File: src/rtl/ps2_rx_port_if.sv
// Bundle between the PS/2 receiver and the VIA port A side.
// master = receiver (drives scancode/status), slave = host side (drives PS/2 lines and ack).
interface ps2_rx_port_if;
    logic       ps2_clk;
    logic       ps2_dat;
    logic       ack;
    logic [7:0] data;
    logic       ready;
    logic       strobe;
    logic       err;
    logic       overrun;

    modport master (
        input  ps2_clk, ps2_dat, ack,
        output data, ready, strobe, err, overrun
    );

    modport slave (
        output ps2_clk, ps2_dat, ack,
        input  data, ready, strobe, err, overrun
    );
endinterface

File: src/rtl/ps2_rx_port.sv
// PS/2 keyboard receiver presenting scancode bytes as a VIA port A input source.
// Optional odd-parity checking is enabled by defining PS2_PARITY_CHECK_EN.
module ps2_rx_port #(
    parameter int unsigned FILTER_LEN     = 4,
    parameter int unsigned TIMEOUT_CYCLES = 100000
) (
    input  logic          clk,
    input  logic          rst,
    ps2_rx_port_if.master bus
);
    localparam int unsigned FW = (FILTER_LEN > 1) ? $clog2(FILTER_LEN) : 1;
    localparam int unsigned TW = $clog2(TIMEOUT_CYCLES + 1);

    typedef enum logic [1:0] {StIdle, StData, StParity, StStop} state_e;

    logic          r_clk_s1, r_clk_s2, r_dat_s1, r_dat_s2;
    logic          r_clk_f;
    logic [FW-1:0] r_flt_cnt;
    logic          w_flt_full;
    logic          w_fall;

    state_e        r_state;
    logic [2:0]    r_bit_cnt;
    logic [7:0]    r_shreg;
    logic [TW-1:0] r_to_cnt;
    logic [7:0]    r_data;
    logic          r_ready, r_strobe, r_err, r_overrun;
    logic          w_par_ok;

    assign w_flt_full = (r_flt_cnt == FW'(FILTER_LEN - 1));
    // Fall is the cycle the filtered level is about to flip from 1 to 0.
    assign w_fall     = r_clk_f & ~r_clk_s2 & w_flt_full;

    always_ff @(posedge clk or posedge rst) begin
        if (rst) begin
            r_clk_s1  <= 1'b1;
            r_clk_s2  <= 1'b1;
            r_dat_s1  <= 1'b1;
            r_dat_s2  <= 1'b1;
            r_clk_f   <= 1'b1;
            r_flt_cnt <= '0;
        end else begin
            r_clk_s1 <= bus.ps2_clk;
            r_clk_s2 <= r_clk_s1;
            r_dat_s1 <= bus.ps2_dat;
            r_dat_s2 <= r_dat_s1;
            if (r_clk_s2 == r_clk_f) begin
                r_flt_cnt <= '0;
            end else if (w_flt_full) begin
                r_clk_f   <= r_clk_s2;
                r_flt_cnt <= '0;
            end else begin
                r_flt_cnt <= r_flt_cnt + 1'b1;
            end
        end
    end

`ifdef PS2_PARITY_CHECK_EN
    logic r_parity;

    always_ff @(posedge clk or posedge rst) begin
        if (rst) begin
            r_parity <= 1'b0;
        end else if (w_fall && r_state == StParity) begin
            r_parity <= r_dat_s2;
        end
    end

    // Odd parity across the eight data bits and the parity bit.
    assign w_par_ok = ^{r_shreg, r_parity};
`else
    assign w_par_ok = 1'b1;
`endif

    always_ff @(posedge clk or posedge rst) begin
        if (rst) begin
            r_state   <= StIdle;
            r_bit_cnt <= '0;
            r_shreg   <= '0;
            r_to_cnt  <= '0;
            r_data    <= '0;
            r_ready   <= 1'b0;
            r_strobe  <= 1'b0;
            r_err     <= 1'b0;
            r_overrun <= 1'b0;
        end else begin
            r_strobe <= 1'b0;
            r_err    <= 1'b0;
            if (bus.ack) begin
                r_ready   <= 1'b0;
                r_overrun <= 1'b0;
            end

            if (r_state == StIdle || w_fall) begin
                r_to_cnt <= '0;
            end else if (r_to_cnt != TW'(TIMEOUT_CYCLES)) begin
                r_to_cnt <= r_to_cnt + 1'b1;
            end

            if (w_fall) begin
                unique case (r_state)
                    StIdle: begin
                        if (!r_dat_s2) begin
                            r_state   <= StData;
                            r_bit_cnt <= '0;
                        end
                    end
                    StData: begin
                        r_shreg   <= {r_dat_s2, r_shreg[7:1]};
                        r_bit_cnt <= r_bit_cnt + 1'b1;
                        if (r_bit_cnt == 3'd7) begin
                            r_state <= StParity;
                        end
                    end
                    StParity: r_state <= StStop;
                    StStop: begin
                        r_state <= StIdle;
                        if (r_dat_s2 && w_par_ok) begin
                            // A pending unread byte wins unless it is being read right now.
                            if (!r_ready || bus.ack) begin
                                r_data   <= r_shreg;
                                r_ready  <= 1'b1;
                                r_strobe <= 1'b1;
                            end else begin
                                r_overrun <= 1'b1;
                            end
                        end else begin
                            r_err <= 1'b1;
                        end
                    end
                    default: r_state <= StIdle;
                endcase
            end else if (r_state != StIdle && r_to_cnt == TW'(TIMEOUT_CYCLES)) begin
                r_state   <= StIdle;
                r_bit_cnt <= '0;
                r_to_cnt  <= '0;
                r_err     <= 1'b1;
            end
        end
    end

    assign bus.data    = r_data;
    assign bus.ready   = r_ready;
    assign bus.strobe  = r_strobe;
    assign bus.err     = r_err;
    assign bus.overrun = r_overrun;
endmodule
File: src/flat_wrapper.sv
// flat-port wrapper written by rule: the top's interface ports become plain ports
module ps2_rx_port_flat 
#(
    parameter int unsigned FILTER_LEN     = 4,
    parameter int unsigned TIMEOUT_CYCLES = 100000
)
  (clk, rst, bus_ps2_clk, bus_ps2_dat, bus_ack, bus_data, bus_ready, bus_strobe, bus_err, bus_overrun);
  ps2_rx_port_if bus_i ();
  input  logic clk;
  input  logic rst;
  input wire logic [$bits(bus_i.ps2_clk)-1:0] bus_ps2_clk;
  input wire logic [$bits(bus_i.ps2_dat)-1:0] bus_ps2_dat;
  input wire logic [$bits(bus_i.ack)-1:0] bus_ack;
  output wire logic [$bits(bus_i.data)-1:0] bus_data;
  output wire logic [$bits(bus_i.ready)-1:0] bus_ready;
  output wire logic [$bits(bus_i.strobe)-1:0] bus_strobe;
  output wire logic [$bits(bus_i.err)-1:0] bus_err;
  output wire logic [$bits(bus_i.overrun)-1:0] bus_overrun;
  assign bus_i.ps2_clk = bus_ps2_clk;
  assign bus_i.ps2_dat = bus_ps2_dat;
  assign bus_i.ack = bus_ack;
  assign bus_data = bus_i.data;
  assign bus_ready = bus_i.ready;
  assign bus_strobe = bus_i.strobe;
  assign bus_err = bus_i.err;
  assign bus_overrun = bus_i.overrun;
  ps2_rx_port #(.FILTER_LEN(FILTER_LEN), .TIMEOUT_CYCLES(TIMEOUT_CYCLES)) u_core (.clk(clk), .rst(rst), .bus(bus_i));
endmodule
File: config.mk
export PLATFORM = sky130hd
export DESIGN_NAME = ps2_rx_port_flat
export DESIGN_NICKNAME = d
export VERILOG_FILES = /design/src/rtl/ps2_rx_port_if.sv /design/src/rtl/ps2_rx_port.sv /design/src/flat_wrapper.sv
export SDC_FILE = /design/constraint.sdc
export NUM_CORES = 1
export LEC_CHECK = 0
export ABC_CLOCK_PERIOD_IN_PS = 1700
export CAP_MARGIN = 20
export CORE_MARGIN = 5
export CORE_UTILIZATION = 30
export CTS_CLUSTER_DIAMETER = 60
export DETAILED_ROUTE_END_ITERATION = 12
export PLACE_DENSITY = 0.59
export SYNTH_ARGS = -nofsm -noshare
export SYNTH_HDL_FRONTEND = slang
export SYNTH_SLANG_ARGS = --single-unit
File: constraint.sdc
create_clock -name clk -period 1.7 [get_ports clk]
set_input_delay 0.34 -clock clk [delete_from_list [all_inputs] [get_ports clk]]
set_output_delay 0.34 -clock clk [all_outputs]
set_load 0.02 [all_outputs]
==> summary.txt, run 1 <==
Outcome
  – Result of the run: completed

Timing
  – Max-slew headroom: 0.786
  – Post-route minimum period: between 1.5 and 2 ns
  – Tcrit/Tclk final: 0.985
  – Total count of max-transition violations in the final report: 0
  – Worst setup slack after layout: 0.0262 ns
  – Final setup violating endpoints: 0
  – RSZ-0062 raised after global routing: true
  – Accumulated negative setup slack: 0 ns
  – Worst Skew: 0.0125 ns
  – Number of endpoints with negative hold slack in the final report: 0
  – Maximum frequency from static timing analysis: 0.597 GHz
  – Worst-Margin Slew: roughly 0.32 ns

Clocking
  – Worst-Skew Late Latency: 0.31 ns
  – Number of clock sinks seen by CTS: just under 50
  – TritonCTS clock tree: done
  – Number of buffers inserted during clock tree synthesis: 5
  – Cts hold-fix bufs: 0
  – H-tree levels: 2
  – Root buffer cell: sky130_fd_sc_hd__clkbuf_8
  – Clk pin slew, worst setup/hold paths: 0.10 ns
  – CTS Buffer Depth: 2

Layout
  – Ratio of cells with drive above 1 in the final layout: 0.231
  – Number of inserted diodes: 0
  – Final-stage net count: approximately 250
  – Number of fillers in the final layout: 716
  – Area growth, synth to finish: 27.9%

Critical path
  – Critical path capture point type: register
  – Worst flop-to-flop path startpoint: u_core.r_clk_f$_DFFE_PP1P_
  – Worst reg2reg endpoint: u_core.bus.data[3]$_DFFE_PP0P_
  – Register-to-register setup slack: 0.03 ns
  – Worst setup endpoint: u_core.bus.data[3]$_DFFE_PP0P_
  – Crit-path slowest cell: sky130_fd_sc_hd__dfstp_2
  – Element type at the critical path start: register
  – Data arrival time at the worst-slack endpoint: roughly 1.9 ns
  – Delay contributed by the slowest stage of the critical path: 0.54 ns
  – CP max FO: 9
  – Launch point of the critical path: u_core.r_clk_f$_DFFE_PP1P_
  – Worst EP required: 1.90 ns
  – Cell depth of the worst flop-to-flop path: 6
  – Type of the setup path with the least slack: register to register
  – CP Cell Sequence: ha_1, and2_4, nand3_2, a21oi_4, buf_12, mux2_1

Drt
  – Total via count after detailed routing: 1479
  – Drt via density: 4.44
  – Post-DRT Antenna Nets: 0
  – Final WL: 4070 um
  – Final routed DRC violation total: 0
  – Wire per inst: 12.2 um
  – DR pass1 iterations: 4
  – 1st-iter DRT viols: 44

Synthesis
  – Number of instances in the synthesized netlist: around 190
  – Yosys warns: 0
  – Number of enable flip-flop cells after synthesis: 0
  – Library cell with the largest summed area after synthesis: sky130_fd_sc_hd__dfrtp_1
  – Sequential-to-total area share from yosys stat: 0.552
  – Proportion of netlist area held by the largest area contributor: 0.494
  – Flop and latch count out of synthesis: 49
  – Average cell area after synthesis: 11.6 um2
  – Top flip-flop cell by instance count after synthesis: sky130_fd_sc_hd__dfrtp_1
  – Main area contributors after synthesis: sky130_fd_sc_hd__dfrtp_1 (49%), sky130_fd_sc_hd__dfstp_2 (5.9%), sky130_fd_sc_hd__ha_1 (5.6%), sky130_fd_sc_hd__mux2_1 (4.0%), sky130_fd_sc_hd__mux2_2 (4.0%)
  – Cell with the most instances after synthesis: sky130_fd_sc_hd__dfrtp_1
  – Syn Nets: 207
  – Most used standard cells in the synthesized netlist: sky130_fd_sc_hd__dfrtp_1 (44), sky130_fd_sc_hd__nor2_1 (20), sky130_fd_sc_hd__inv_1 (11)
  – Count of different cell masters after synthesis: 37
  – Netlist Area Pre-Place: 2230 um2
  – Share of flip-flops with an asynchronous set or reset: 1.00

GRT
  – Number of global-route vias before repair: 1590
  – Overflow left after global routing: 0
  – Number of antenna violations at the first check in global routing: 0
  – Maximum number of pins on one net before global-route repair: 24
  – Overall Global Routing Usage: 0.103
  – Wire length of the first global-routing pass: 7450 um

Floorplanning
  – Starting density of the core: 0.308
  – Number of placed I/O pins: 17
  – Die X-Extent: between 90 and 100 um
  – Die height: slightly below 100 um
  – Core area: ~7300 um2
  – Total die area: about 9300 um2
  – Std-Cell Rows: 31

Power
  – Total power divided by cell area: 890 nW/um2
  – P_leak: 1.26 nW
  – Largest vdd supply drop: 0.000639 V

Place
  – Count of input and output buffers: 16
  – RD Place Congestion: 0.767
  – Worst-case setup slack after placement: -0.0445 ns
  – Detailed placement HPWL: 2940 um

Flow run
  – Max-capacitance violation count: 0

Min path
  – Hold WC Path Type: input port to asynchronous set/reset pin
==> worst max-delay path: cells and delay by family (launching register included) <==
kind | cells | cell delay [ns]
flops | 1 | 0.54
mux | 1 | 0.33
simple gates | 2 | 0.26
fa+ha+maj | 1 | 0.16
compound gates | 1 | 0.15
buf+inv | 1 | 0.14
==> metrics by stage <==
stage | power [mW] | instance area, um2 | util | cells | hold WS (ns)
floorplan | 1.56 | 2230 | - | 192 | 0.344
detailed placement | 1.68 | 2690 | 0.370 | 324 | 0.347
finish | 2.54 | 2850 | 0.393 | 333 | 0.288
global placement | 1.67 | 2690 | 0.370 | 324 | 0.346
CTS | 2.56 | 2810 | 0.387 | 332 | 0.293
global route | 2.69 | 2850 | 0.393 | 333 | 0.293
==> state kept, by name, indices dropped and copies added, names as in the netlist <==
signal	flops
u_core.r_clk_s1	1
u_core.r_dat_s2	1
u_core.bus.strobe	1
u_core.r_clk_f	1
u_core.bus.overrun	1
u_core.r_bit_cnt	3
u_core.r_clk_s2	1
u_core.bus.err	1
u_core.r_state	2
u_core.bus.ready	1
u_core.bus.data	8
u_core.r_to_cnt	17
u_core.r_dat_s1	1
u_core.r_flt_cnt	2
u_core.r_shreg	8
==> metal layers <==
layer | track usage | wire length, um | vias to the layer above
met5 | 0 | 0 | -
met4 | 0.0367 | 50 | 0
met3 | 0.0289 | 110 | 6
met2 | 0.162 | 1880 | 16
met1 | 0.135 | 2030 | 698
li1 | - | - | 759
==> report_power, final <==
part           total, mW  switching [mW]  internal (mW)
logic              0.397           0.236          0.161
registers           1.27          0.0361           1.24
clock network      0.869           0.419          0.449
==> cell type report <==
class	instances	area, um2	share of cell area
clock buffer	5	68.8	0.0241
clock inverter	3	47.5	0.0167
inverter	11	41.3	0.0145
multi-input combinational	129	982	0.344
sequential	49	1230	0.432
tap	99	124	0.0434
timing repair buffer	37	358	0.125
==> logic make-up (layout without fill, tap and decap cells) <==
kind of cell               Yosys count  count (layout)  synth area share
buffers and inverters               14              56            0.0264
xor gates and xnor gates            14              14            0.0550
muxes                               16              16            0.0808
and+or+nand+nor                     72              72             0.175
AOI/OAI and AO/OA                   17              17            0.0544
adders and majority gates           10              10            0.0561
DFF                                 49              49             0.552
==> repair_timing <==
action                                 in CTS  in global routing
gates resized for setup                     4                  7
pin swaps                                   0                  2
cloned                                      0                  0
setup endpoints to repair                  19                 37
endpoints found under the hold margin       0                  0
setup buffers                               0                  1
==> placed cells by master (no fill, tap or decap), types with 2 or more instances in the layout <==
master / count
sky130_fd_sc_hd__o31ai_1: 3
sky130_fd_sc_hd__inv_6: 2
sky130_fd_sc_hd__dfrtp_1: 44
sky130_fd_sc_hd__xnor2_1: 9
sky130_fd_sc_hd__nand2_1: 9
sky130_fd_sc_hd__inv_1: 10
sky130_fd_sc_hd__nor3_1: 4
sky130_fd_sc_hd__nor2_1: 19
sky130_fd_sc_hd__clkdlybuf4s50_1: 15
sky130_fd_sc_hd__nor3b_1: 2
sky130_fd_sc_hd__nor4_1: 3
sky130_fd_sc_hd__nor4bb_1: 2
sky130_fd_sc_hd__nand3_1: 9
sky130_fd_sc_hd__buf_12: 3
sky130_fd_sc_hd__buf_4: 17
sky130_fd_sc_hd__and4_1: 2
sky130_fd_sc_hd__o21ai_0: 4
sky130_fd_sc_hd__mux2_1: 7
sky130_fd_sc_hd__dfstp_2: 5
sky130_fd_sc_hd__mux2_2: 8
sky130_fd_sc_hd__nand4_1: 7
sky130_fd_sc_hd__clkbuf_8: 5
sky130_fd_sc_hd__o21ai_1: 3
sky130_fd_sc_hd__xor2_1: 5
sky130_fd_sc_hd__nor2b_1: 3
sky130_fd_sc_hd__ha_1: 10
==> worst min path at each step <==
stage / start / endpoint / slack, ns / cells past startpoint
after floorplan: bus_ps2_clk / u_core.r_clk_s1$_DFF_PP1_ / 0.34 / 0
after global placement: u_core.r_clk_s1$_DFF_PP1_ / u_core.r_clk_s2$_DFF_PP1_ / 0.35 / 0
after detailed placement: u_core.r_clk_s1$_DFF_PP1_ / u_core.r_clk_s2$_DFF_PP1_ / 0.35 / 0
after CTS: rst / u_core.r_shreg[0]$_DFFE_PP0P_ / 0.29 / 2
after global routing: rst / u_core.r_shreg[1]$_DFFE_PP0P_ / 0.29 / 2
final: rst / u_core.r_shreg[0]$_DFFE_PP0P_ / 0.29 / 2
Power figures use the tool's default switching activity.
==> run 2: changes to the inputs <==
GPL_TIMING_DRIVEN = 0   (was unset)
==> run 2 against run 1 <==
  * The run now ends with setup timing left
  * Cell area fell by 0.26%
  * Hold slack gained 0.066 ns
  * Clock skew down 0.0014 ns
  * Highest routed layer unchanged
  * Sequential cell count unchanged
  * Critical endpoint is now u_core.bus.data[0]$_DFFE_PP0P_
  * Sequential power about the same
  * Utilization is 0.10 points lower
  * Global-route usage fell by 0.83 points
  * Critical path type unchanged
  * Die area is the same
==> summary.txt, run 2 (synthesis results as in run 1) <==
Clocking
  – Number of clock sinks seen by CTS: 49
  – Number of buffers inserted during clock tree synthesis: 5
  – Cts hold-fix bufs: 0
  – Worst-Skew Late Latency: 0.30 ns
  – Root buffer cell: sky130_fd_sc_hd__clkbuf_8
  – CTS Buffer Depth: 2
  – H-tree levels: 2
  – Clk pin slew, worst setup/hold paths: around 0.10 ns
  – TritonCTS clock tree: done

Timing
  – Maximum frequency from static timing analysis: a little under 0.6 GHz
  – Total count of max-transition violations in the final report: 0
  – Number of endpoints with negative hold slack in the final report: 0
  – Post-route minimum period: around 1.7 ns
  – Max-slew headroom: 0.695
  – Final setup violating endpoints: 3
  – Worst-Margin Slew: 0.457 ns
  – Worst setup slack after layout: -0.00747 ns
  – Worst Skew: 0.0111 ns
  – Tcrit/Tclk final: 1.00
  – RSZ-0062 raised after global routing: true
  – Accumulated negative setup slack: -0.0187 ns

Min path
  – Hold WC Path Type: input port to asynchronous set/reset pin

Drt
  – Final routed DRC violation total: 0
  – Wire per inst: ~13 um
  – Drt via density: 4.63
  – Post-DRT Antenna Nets: 0
  – 1st-iter DRT viols: slightly above 60
  – DR pass1 iterations: 4
  – Total via count after detailed routing: between 1000 and 1500
  – Final WL: 4170 um

Power
  – Total power divided by cell area: 920 nW/um2
  – Largest vdd supply drop: 0.000513 V
  – P_leak: between 1 and 1.5 nW

Layout
  – Area growth, synth to finish: 27.6%
  – Number of flip-flops under the largest register name: 17
  – Most frequent cells in the layout: sky130_fd_sc_hd__dfrtp_1 (43), sky130_fd_sc_hd__nor2_1 (19), sky130_fd_sc_hd__clkdlybuf4s50_1 (15)
  – Largest Register: u_core.r_to_cnt
  – Number of inserted diodes: 0
  – Final-stage net count: 238
  – Most common library cell in the layout ignoring fill and taps: sky130_fd_sc_hd__dfrtp_1
  – Post-route insts no fill: ~320
  – Ratio of cells with drive above 1 in the final layout: 0.241
  – Summed area of non-filler cells in the final layout: 2850 um2

Floorplanning
  – Number of placed I/O pins: 17
  – Starting density of the core: 0.308
  – Core area: 7250 um2
  – Die X-Extent: slightly below 100 um
  – Std-Cell Rows: 31
  – Die height: around 96 um
  – Total die area: 9260 um2

Place
  – Worst-case setup slack after placement: -0.205 ns
  – RD Place Congestion: 0.781
  – Detailed placement HPWL: 2720 um
  – Placed Area: roughly 2500 um2
  – Placed cell count: 308
  – Count of input and output buffers: 16

Critical path
  – Element type at the critical path start: register
  – Type of the setup path with the least slack: register to register
  – Register-to-register setup slack: -0.007 ns
  – CP max FO: 4
  – Critical path capture point type: register
  – Worst EP required: around 1.9 ns
  – Data arrival time at the worst-slack endpoint: between 1.5 and 2 ns

GRT
  – Overflow left after global routing: 0
  – Number of global-route vias before repair: between 1500 and 2000
  – Wire length of the first global-routing pass: approximately 7000 um
  – Maximum number of pins on one net before global-route repair: 31
  – Number of antenna violations at the first check in global routing: 0
  – Overall Global Routing Usage: 0.0949

Outcome
  – Failing checks: setup timing
  – Result of the run: complete, but fails checks

Flow run
  – Max-capacitance violation count: 0
-- run 2: cell types whose count changed in the layout (fill, tap and decap cells not counted), moves of 2 or more --
cell / change
sky130_fd_sc_hd__buf_4: -10
sky130_fd_sc_hd__ha_2: +2
sky130_fd_sc_hd__mux2_1: -7
sky130_fd_sc_hd__mux2_4: +7
sky130_fd_sc_hd__inv_6: -2
sky130_fd_sc_hd__ha_1: -3
-- run 2: metrics by stage --
stage / power [mW] / hold WS, ns / util
2_1_floorplan: 1.56 / 0.344 / -
3_3_place_gp: 1.65 / 0.345 / 0.347
3_5_place_dp: 1.67 / 0.348 / 0.349
4_1_cts: 2.60 / 0.362 / 0.378
5_1_grt: 2.78 / 0.365 / 0.392
6_report: 2.62 / 0.354 / 0.392
-- run 2: repair_timing --
item	in CTS	in global routing
buffers inserted	6	0
pin swaps	4	4
endpoints found under the setup margin	38	37
cloned	0	1
resized for setup	8	19
-- run 2: worst paths after layout --
kind	cells after the start	endpoint	from
worst max-delay path	6	u_core.bus.data[0]$_DFFE_PP0P_	u_core.r_clk_f$_DFFE_PP1P_
worst max register to register	6	u_core.bus.data[0]$_DFFE_PP0P_	u_core.r_clk_f$_DFFE_PP1P_
min in group clk	0	u_core.r_clk_s2$_DFF_PP1_	u_core.r_clk_s1$_DFF_PP1_
worst min register to register	0	u_core.r_clk_s2$_DFF_PP1_	u_core.r_clk_s1$_DFF_PP1_
max in group asynchronous	3	u_core.r_clk_f$_DFFE_PP1P_	rst
worst min-delay path	2	u_core.r_to_cnt[15]$_DFF_PP0_	rst
-- run 2: cell type report --
| class | instances | area [um2] |
|---|---|---|
| inverters | 11 | 41.3 |
| plain buffers | 3 | 20.0 |
| clock inverters | 3 | 50.0 |
| clock buffers | 5 | 68.8 |
| well taps | 99 | 124 |
| fillers | 700 | 4410 |
| repair buffers | 24 | 262 |
| flip-flops and latches | 49 | 1230 |
| multi-input cells | 129 | 1050 |
-- run 2: report_power, final --
part           total, mW  leakage, nW  switching [mW]  internal, mW
Sequential          1.29        0.657          0.0468          1.24
Clock              0.868       0.0603           0.417         0.451
Combinational      0.463        0.482           0.266         0.198
Total               2.62         1.20           0.729          1.89
-- run 2: metal layers --
layer	vias up	global-route usage	routed length (um)
met3	2	0.0211	84
li1	739	-	-
met5	-	0	0
met4	0	0.0284	23
met1	736	0.126	2090
met2	18	0.154	1970
-- run 2: worst max-delay path, cell delays in order (launching register included) --
cell,delay (ns)
sky130_fd_sc_hd__dfstp_2,0.56
sky130_fd_sc_hd__ha_4,0.13
sky130_fd_sc_hd__and2_4,0.15
sky130_fd_sc_hd__nand3_4,0.09
sky130_fd_sc_hd__a21oi_4,0.21
sky130_fd_sc_hd__clkbuf_16,0.19
sky130_fd_sc_hd__mux2_4,0.29
==> run 3: changes to the inputs <==
ABC_AREA = 1   (was unset)
CTS_CLUSTER_DIAMETER = unset   (was 60)
==> run 3 against run 2 <==
  * The flow now finishes without violations
  * Clock-buffer cell count rose by 1
  * Sequential share of layout area rose by 0.77 points
  * Via count rose by 9.2%
  * Critical endpoint is now u_core.bus.data[1]$_DFFE_PP0P_
  * Largest cell class unchanged
==> summary.txt, run 3 <==
Layout
  – Final-stage net count: between 200 and 300
  – Core Util, Final: 0.363
  – Number of inserted diodes: 0
  – Largest Register: u_core.r_to_cnt
  – Most frequent cells in the layout: sky130_fd_sc_hd__nand2_1 (51), sky130_fd_sc_hd__dfrtp_1 (44), sky130_fd_sc_hd__inv_1 (32)
  – Number of flip-flops under the largest register name: 17
  – Summed area of non-filler cells in the final layout: between 2000 and 3000 um2
  – Area growth, synth to finish: 18.5%
  – Most common library cell in the layout ignoring fill and taps: sky130_fd_sc_hd__nand2_1
  – Ratio of cells with drive above 1 in the final layout: 0.171

Synthesis
  – Number of instances in the synthesized netlist: about 260
  – Count of different cell masters after synthesis: 31
  – Main area contributors after synthesis: sky130_fd_sc_hd__dfrtp_1 (47%), sky130_fd_sc_hd__nand2_1 (8.1%), sky130_fd_sc_hd__dfstp_2 (5.6%), sky130_fd_sc_hd__inv_1 (5.4%), sky130_fd_sc_hd__ha_1 (5.3%)
  – Number of enable flip-flop cells after synthesis: 0
  – Library cell with the largest summed area after synthesis: sky130_fd_sc_hd__dfrtp_1
  – Share of flip-flops with an asynchronous set or reset: 1.00
  – Netlist Area Pre-Place: 2360 um2
  – Sequential-to-total area share from yosys stat: 0.523
  – Most used standard cells in the synthesized netlist: sky130_fd_sc_hd__nand2_1 (51), sky130_fd_sc_hd__dfrtp_1 (44), sky130_fd_sc_hd__inv_1 (34), sky130_fd_sc_hd__nor2_1 (29)
  – Yosys warns: 0
  – Average cell area after synthesis: 9.21 um2
  – Syn Nets: 271
  – Proportion of netlist area held by the largest area contributor: 0.467
  – Top flip-flop cell by instance count after synthesis: sky130_fd_sc_hd__dfrtp_1
  – Flop and latch count out of synthesis: ~50
  – Cell with the most instances after synthesis: sky130_fd_sc_hd__nand2_1

Place
  – RD Place Congestion: 0.765
  – Detailed placement HPWL: 2870 um
  – Placed Area: 2670 um2
  – Worst-case setup slack after placement: -0.00467 ns
  – Count of input and output buffers: 16

Critical path
  – Crit-path slowest cell: sky130_fd_sc_hd__dfstp_2
  – Worst reg2reg endpoint: u_core.bus.data[1]$_DFFE_PP0P_
  – Delay contributed by the slowest stage of the critical path: 0.54 ns
  – Top cell family by delay on the critical path: flip-flops
  – Cell depth of the worst flop-to-flop path: 9
  – Buffering stage count on the worst path with inverters included: 3
  – Critical path capture point type: register
  – Worst EP required: about 1.9 ns
  – Type of the setup path with the least slack: register to register
  – CP max FO: 10
  – Data arrival time at the worst-slack endpoint: 1.80 ns
  – Element type at the critical path start: register
  – Worst flop-to-flop path startpoint: u_core.r_clk_f$_DFFE_PP1P_
  – Register-to-register setup slack: about 0.093 ns
  – CP Cell Sequence: ha_1, nand2_4, inv_4, nand3_4, nor2_4, inv_2, buf_6, nand2_1, o21ai_2

Timing
  – Worst Skew: 0.00416 ns
  – Number of endpoints with negative hold slack in the final report: 0
  – Tcrit/Tclk final: 0.945
  – Worst-Margin Slew: 0.528 ns
  – RSZ-0062 raised after global routing: false
  – Max-slew headroom: 0.647
  – Final setup violating endpoints: 0
  – Post-route minimum period: 1.61 ns
  – Maximum frequency from static timing analysis: ~0.62 GHz
  – Total count of max-transition violations in the final report: 0
  – Accumulated negative setup slack: 0 ns
  – Worst setup slack after layout: 0.0928 ns

Drt
  – Highest Signal Layer: met3
  – DR pass1 iterations: 4
  – Wire length on met2: between 1500 and 2000 um
  – Detailed-routing wirelength on met1: 1940 um
  – Wire length on met3: 157 um
  – Total via count after detailed routing: 1633
  – Wire per inst: 10.1 um
  – Final WL: 3860 um
  – Drt via density: 4.26
  – Post-DRT Antenna Nets: 0
  – 1st-iter DRT viols: 63
  – Final routed DRC violation total: 0

Flow run
  – Max-capacitance violation count: 0

Min path
  – Sink of the worst hold path: u_core.r_clk_s2$_DFF_PP1_
  – Hold WC Path Type: register to register
  – Startpoint of the lowest-slack hold path: u_core.r_clk_s1$_DFF_PP1_
  – Number of cells on the worst hold path: 0

GRT
  – Overall Global Routing Usage: 0.0848
  – Number of global-route vias before repair: 1569
  – Wire length of the first global-routing pass: 6890 um
  – Number of antenna violations at the first check in global routing: 0
  – Overflow left after global routing: 0
  – Maximum number of pins on one net before global-route repair: 27

Floorplanning
  – Core area: 7690 um2
  – Total die area: 9730 um2
  – Starting density of the core: 0.307
  – Std-Cell Rows: 32
  – Die height: ~100 um
  – Number of placed I/O pins: 17
  – Die X-Extent: 98.7 um

Clocking
  – Number of buffers inserted during clock tree synthesis: 5
  – CTS Buffer Depth: 2
  – Cts hold-fix bufs: 0
  – TritonCTS clock tree: done
  – Root buffer cell: sky130_fd_sc_hd__clkbuf_8
  – Clk pin slew, worst setup/hold paths: 0.09 ns
  – H-tree levels: 2
  – Worst-Skew Late Latency: 0.29 ns
  – Number of clock sinks seen by CTS: 49

Power
  – P_leak: 1.19 nW
  – Total power divided by cell area: 837 nW/um2
  – Largest vdd supply drop: 0.000413 V

Outcome
  – Result of the run: completed
==> run 3: changes by cell type after synthesis, sizes merged, moves of 4 or more <==
cell	before	now
mux2	16	0
inv	11	37
nand2	11	57
o21ai	7	20
nor2	20	37
xnor2	9	3
a21oi	2	11
nor4	4	0
==> run 3: cells by family (layout without fill, tap and decap cells) <==
| logic type | Yosys count | after routing | synth area share |
|---|---|---|---|
| AO/OA/AOI/OAI | 34 | 34 | 0.0859 |
| buffers and inverters | 39 | 64 | 0.0668 |
| AND/OR/NAND/NOR | 118 | 118 | 0.249 |
| flip-flops | 49 | 49 | 0.523 |
| adder cells (fa/ha/maj) | 10 | 10 | 0.0531 |
| XOR/XNOR | 6 | 6 | 0.0223 |
==> run 3: area by class of cell <==
| cell class | instances | area, um2 |
|---|---|---|
| multi-input combinational | 168 | 976 |
| clock inverter | 2 | 37.5 |
| buffer | 2 | 16.3 |
| timing repair buffer | 17 | 180 |
| tap | 102 | 128 |
| clock buffer | 6 | 82.6 |
| fill | 802 | 4890 |
| inverter | 37 | 141 |
| sequential | 49 | 1230 |
==> run 3: power by group <==
part           leakage [nW]  internal (mW)  switching (mW)
Sequential            0.649           1.23          0.0248
Clock                0.0574          0.479           0.392
Combinational         0.486         0.0874           0.131
==> run 3: worst max-delay path by stage <==
| stage | startpoint | to | slack [ns] | cells past startpoint |
|---|---|---|---|---|
| after floorplan | rst | u_core.bus.data[0]$_DFFE_PP0P_ | 0.20 | 1 |
| after global placement | rst | u_core.bus.overrun$_DFF_PP0_ | -0.79 | 2 |
| after CTS | u_core.r_clk_s2$_DFF_PP1_ | u_core.r_to_cnt[14]$_DFF_PP0_ | -0.01 | 7 |
| after global routing | u_core.r_state[0]$_DFFE_PP0P_ | u_core.r_bit_cnt[1]$_DFFE_PP0P_ | 0.003 | 8 |
| final | u_core.r_clk_f$_DFFE_PP1P_ | u_core.bus.data[1]$_DFFE_PP0P_ | 0.09 | 9 |
| after detailed placement | u_core.r_clk_s2$_DFF_PP1_ | u_core.r_to_cnt[7]$_DFF_PP0_ | -0.005 | 7 |
==> run 3: metrics by stage <==
step,cells,power (mW),hold WS (ns)
after floorplan,256,1.42,0.344
after global placement,374,1.48,0.347
after detailed placement,375,1.50,0.347
after CTS,383,2.38,0.361
after global routing,383,2.46,0.371
final,383,2.34,0.359
==> run 3: metal layers <==
metal  track usage  vias up
li1              -      854
met1         0.111      756
met2         0.137       23
met3        0.0241        0
met4        0.0252        0
met5             0        -
==> run 3: repair_timing <==
item	4_1_cts	5_1_grt
buffers inserted	0	0
resized for setup	0	3
gates cloned	0	0
setup endpoints to repair	1	8
